$ cat src/rtl/mac_feeder.sv
// mac_feeder: feeds registered signed products and load/accumulate strobes
// to a PW-bit accumulator for one NUM_IN-element dot product.
// Optional build macro MAC_ZERO_SKIP_EN: suppresses the strobe for
// non-first pairs with a zero operand (power saving; same final sum).
module mac_feeder #(
  parameter int unsigned DW     = 8,
  parameter int unsigned PW     = 21,
  parameter int unsigned NUM_IN = 62,
  parameter int unsigned IW     = 6
) (
  input  logic          clk,
  input  logic          rst,
  input  logic          start,
  input  logic [DW-1:0] x_in,
  input  logic [DW-1:0] w_in,
  input  logic          in_valid,
  output logic          in_ready,
  output logic [IW-1:0] idx,
  output logic [PW-1:0] prod_out,
  output logic          acc_ld,
  output logic          acc_en,
  output logic          busy,
  output logic          done
);

  typedef enum logic [1:0] {StIdle, StRun, StFlush, StDone} state_e;

  localparam logic [IW-1:0] LastIdx = IW'(NUM_IN - 1);

  state_e        state_q, state_d;
  logic [IW-1:0] idx_q, idx_d;
  logic [PW-1:0] prod_q, prod_d;
  logic          ld_q, ld_d;
  logic          en_q, en_d;

  logic                   accept;
  logic                   is_first;
  logic                   is_last;
  logic                   skip;
  logic signed [2*DW-1:0] prod_full;
  logic        [PW-1:0]   prod_ext;

  assign accept    = in_valid && (state_q == StRun);
  assign is_first  = (idx_q == '0);
  assign is_last   = (idx_q == LastIdx);
  assign prod_full = $signed(x_in) * $signed(w_in);
  assign prod_ext  = {{(PW - 2*DW){prod_full[2*DW-1]}}, prod_full};

`ifdef MAC_ZERO_SKIP_EN
  // Pair 0 always loads so a stale sum is overwritten even by a zero product.
  assign skip = !is_first && ((x_in == '0) || (w_in == '0));
`else
  assign skip = 1'b0;
`endif

  // Next-state, index, product and strobe decode.
  always_comb begin
    state_d = state_q;
    idx_d   = idx_q;
    prod_d  = prod_q;
    ld_d    = 1'b0;
    en_d    = 1'b0;
    unique case (state_q)
      StIdle: begin
        if (start) state_d = StRun;
      end
      StRun: begin
        if (accept) begin
          idx_d = is_last ? '0 : idx_q + 1'b1;
          if (!skip) begin
            prod_d = prod_ext;
            ld_d   = is_first;
            en_d   = !is_first;
          end
          if (is_last) state_d = StFlush;
        end
      end
      StFlush: state_d = StDone;
      StDone:  state_d = StIdle;
      default: state_d = StIdle;
    endcase
  end

  // State and output registers with synchronous active-low reset.
  always_ff @(posedge clk) begin
    if (!rst) begin
      state_q <= StIdle;
      idx_q   <= '0;
      prod_q  <= '0;
      ld_q    <= 1'b0;
      en_q    <= 1'b0;
    end else begin
      state_q <= state_d;
      idx_q   <= idx_d;
      prod_q  <= prod_d;
      ld_q    <= ld_d;
      en_q    <= en_d;
    end
  end

  assign in_ready = (state_q == StRun);
  assign busy     = (state_q == StRun) || (state_q == StFlush);
  assign done     = (state_q == StDone);
  assign idx      = idx_q;
  assign prod_out = prod_q;
  assign acc_ld   = ld_q;
  assign acc_en   = en_q;

endmodule
$ cat config.mk
export PLATFORM = sky130hd
export DESIGN_NAME = mac_feeder
export DESIGN_NICKNAME = d
export VERILOG_FILES = /design/src/rtl/mac_feeder.sv
export SDC_FILE = /design/constraint.sdc
export NUM_CORES = 1
export LEC_CHECK = 0
export ABC_AREA = 1
export CAP_MARGIN = 10
export CORE_AREA = 2 2 115 117
export DETAILED_ROUTE_END_ITERATION = 16
export DIE_AREA = 0 0 117 119
export GPL_TIMING_DRIVEN = 0
export HOLD_SLACK_MARGIN = 0.1
export PLACE_DENSITY = 0.51
export SLEW_MARGIN = 20
export SYNTH_ARGS = -nofsm -noshare
export SYNTH_HDL_FRONTEND = slang
export SYNTH_SLANG_ARGS = --single-unit
$ cat constraint.sdc
create_clock -name clk -period 4.7 [get_ports clk]
set_input_delay 0.94 -clock clk [delete_from_list [all_inputs] [get_ports clk]]
set_output_delay 0.94 -clock clk [all_outputs]
set_load 0.01 [all_outputs]
==> impl_metrics.toml <==
[sta]
hold_viol = 0
slew_viol_final = 0
fin_ws_ns = 0.234
finalCritPeriodShare_pct = 95.0
maxSlewHeadroom_pct = 75.7
clock.fmax_mhz = 224
skew_ns = 0.00502
setup-violations-final = 0
fin_tns_setup_ns = 0
fin_crit_ns = 4.47
worst_pin_slew_ns = 0.365

[cells_and_area]
final_common_cell = "inv_1"
syn_to_final_growth_pct = 20.8
postLayoutCellArea_sq_um = 4790
layout-drive-gt1-share_pct = 12.2
final_cell_mix = "inv_1 (155), nand2_1 (117), fa_1 (54), nor2_1 (40), clkdlybuf4s50_1 (35)"
final_util_pct = 37.2
diodes = 0
fin_nets = 710

[global_route]
grt_pass1_vias = 3450
antenna_found_initial = 0
grt_overflow = 0
grt_usage_pct = 13.2
grt_pass1_wl_um = 15300
grt_max_degree = 16

[routing]
ant_nets = 0
viasPerCell = 4.21
dr_total_vias = 3258
drc = 0
firstDrtPassIters = 4
wl_per_cell_um = 10.6
wl_um = 8180
drt_iter0_markers = 121

[synth]
avgSynthCellArea_sq_um = 7.16
synthCells = 554
synth_area_sq_um = 3970
async_reset_ff_share_pct = 0
synth_ff_type = "dfxtp_1"
ys_types = 30
synth_edf_count = 0
yosys_warnings = 0
synth_seq_cells = 26
synthesis.nets = 665
ys_seq_area_share_pct = 13.1

[cts]
cts_num_sinks = 26
cts_tree = "yes"
cts.clk_slew.worst_paths_ns = 0.07
cts_made_buffers = 3
clock_latency_ns = 0.26
cts_buffer_depth = 2
cts-root-buf = "clkbuf_16"
htree_levels = 1

[placed_design]
dpl.hpwl_um = 7140
finalWeightedCongestion = 0.816
placed_area_sq_um = 4560
port-buffer-count = 36
pre_cts_slack_ns = -0.795

[die]
rows = 42
start_util_pct = 30.8
die_w_um = 117
io_pins = 52
die-area_sq_um = 13900
core-area_sq_um = 12900
dieHeight_um = 119

[power]
switching_share_pct = 47.9
p_seq_share_pct = 13.0
p_comb_share_pct = 75.9
p_sw_mw = 1.07
power.internal_mw = 1.16
vdd_drop_max_mv = 0.192
p_leak_nw = 2.73
clockPowerShare_pct = 11.0
powerDensity_nw_per_um2 = 467

[setup_path]
critPathKind = "input pin to register"
crit_fanout = 8
required_ns = 4.86
critPathArrivalTime_ns = 4.63
critPathLaunchType = "input pin"
cp-end-kind = "register"

[job]
cap_violations = 0

[min_path]
hold_path_class = "register to register"

[status]
status = "completed"
-- synthesized netlist by cell type (all sizes together) (3+ instances only) --
library cell  number  area share, %
nand2            124             12
dfxtp             26             13
o21bai             3           0.57
buf                9            1.7
inv              164             16
xnor2              3           0.66
fa                55             28
nor2              45            4.4
clkbuf            16            1.5
o21ai             15            2.0
a21oi             16            2.3
nand3             21            2.9
xor2               9            2.0
nand4              4            1.0
ha                36             11
-- per-stage QoR --
step	hold slack, ns	power (mW)	instances
final	0.483	2.24	774
after global routing	0.498	2.54	774
after CTS	0.484	2.17	771
after detailed placement	0.473	1.89	766
after global placement	0.467	1.88	766
after floorplan	0.491	1.50	554
-- cell type report --
type / count / area (sq um)
multi-input combinational: 338 / 2790
clock buffer: 3 / 75.1
timing repair buffer: 40 / 385
clock inverter: 1 / 30.0
sequential: 26 / 520
inverter: 165 / 622
buffer: 25 / 151
tap: 176 / 220
fill: 1381 / 8090
-- logic make-up (layout without fill, tap and decap cells) --
family,Yosys count,count (layout),share of synthesized area [%]
compound gates,35,35,5.05
xor+xnor,12,12,2.65
fa+ha+maj,91,91,39.1
buf+inv,190,234,18.8
flops,26,26,13.1
simple gates,200,200,21.2
-- registers in the layout (all words and copies together) (netlist names) --
name and cells:
acc_en 1, acc_ld 1, idx 6, prod_out 16, state_q 2
-- power groups by stage --
stage / combinational (mW) / clock (mW) / sequential (mW)
after floorplan: 1.19 / 0 / 0.307
after global placement: 1.58 / 0 / 0.296
after detailed placement: 1.59 / 0 / 0.297
after CTS: 1.63 / 0.252 / 0.292
after global routing: 1.98 / 0.259 / 0.297
final: 1.70 / 0.247 / 0.291
-- per-layer routing --
layer	track usage [%]	share of wire (%)	vias to the layer above
met5	0	0	-
met4	1.40	0.35	0
met3	1.12	1.9	2
met2	24.7	53	30
met1	16.9	45	1557
li1	-	-	1669
-- timing repair --
| action | 4_1_cts | 5_1_grt |
|---|---|---|
| buffers inserted | 1 | 3 |
| endpoints found under the setup margin | 9 | 8 |
| pin swaps | 2 | 6 |
| hold buffers | 0 | 0 |
| gates resized for setup | 9 | 50 |
-- final timing paths --
path / startpoint / endpoint / slack (ns) / cells after the start
setup / recovery: w_in[7] / prod_out[14] / 0.23 / 19
hold reg to reg: prod_out[1] / prod_out[1] / 0.48 / 2
setup reg to reg: state_q[1] / prod_out[7] / 3.14 / 9
hold / removal: prod_out[1] / prod_out[1] / 0.48 / 2
-- critical path, stage by stage --
cell and delay, ns:
buf_2 0.13, inv_4 0.06, or2_2 0.28, fa_1 0.48
fa_1 0.50, inv_1 0.06, fa_1 0.54, inv_1 0.06
fa_1 0.53, inv_1 0.06, ha_4 0.29, buf_4 0.12
nand2_1 0.05, nor2_1 0.10, nand3_1 0.10, nand4_1 0.11
nand3_1 0.10, nand2_1 0.07, inv_1 0.03
Note: power is estimated with default switching activity, not from simulation.
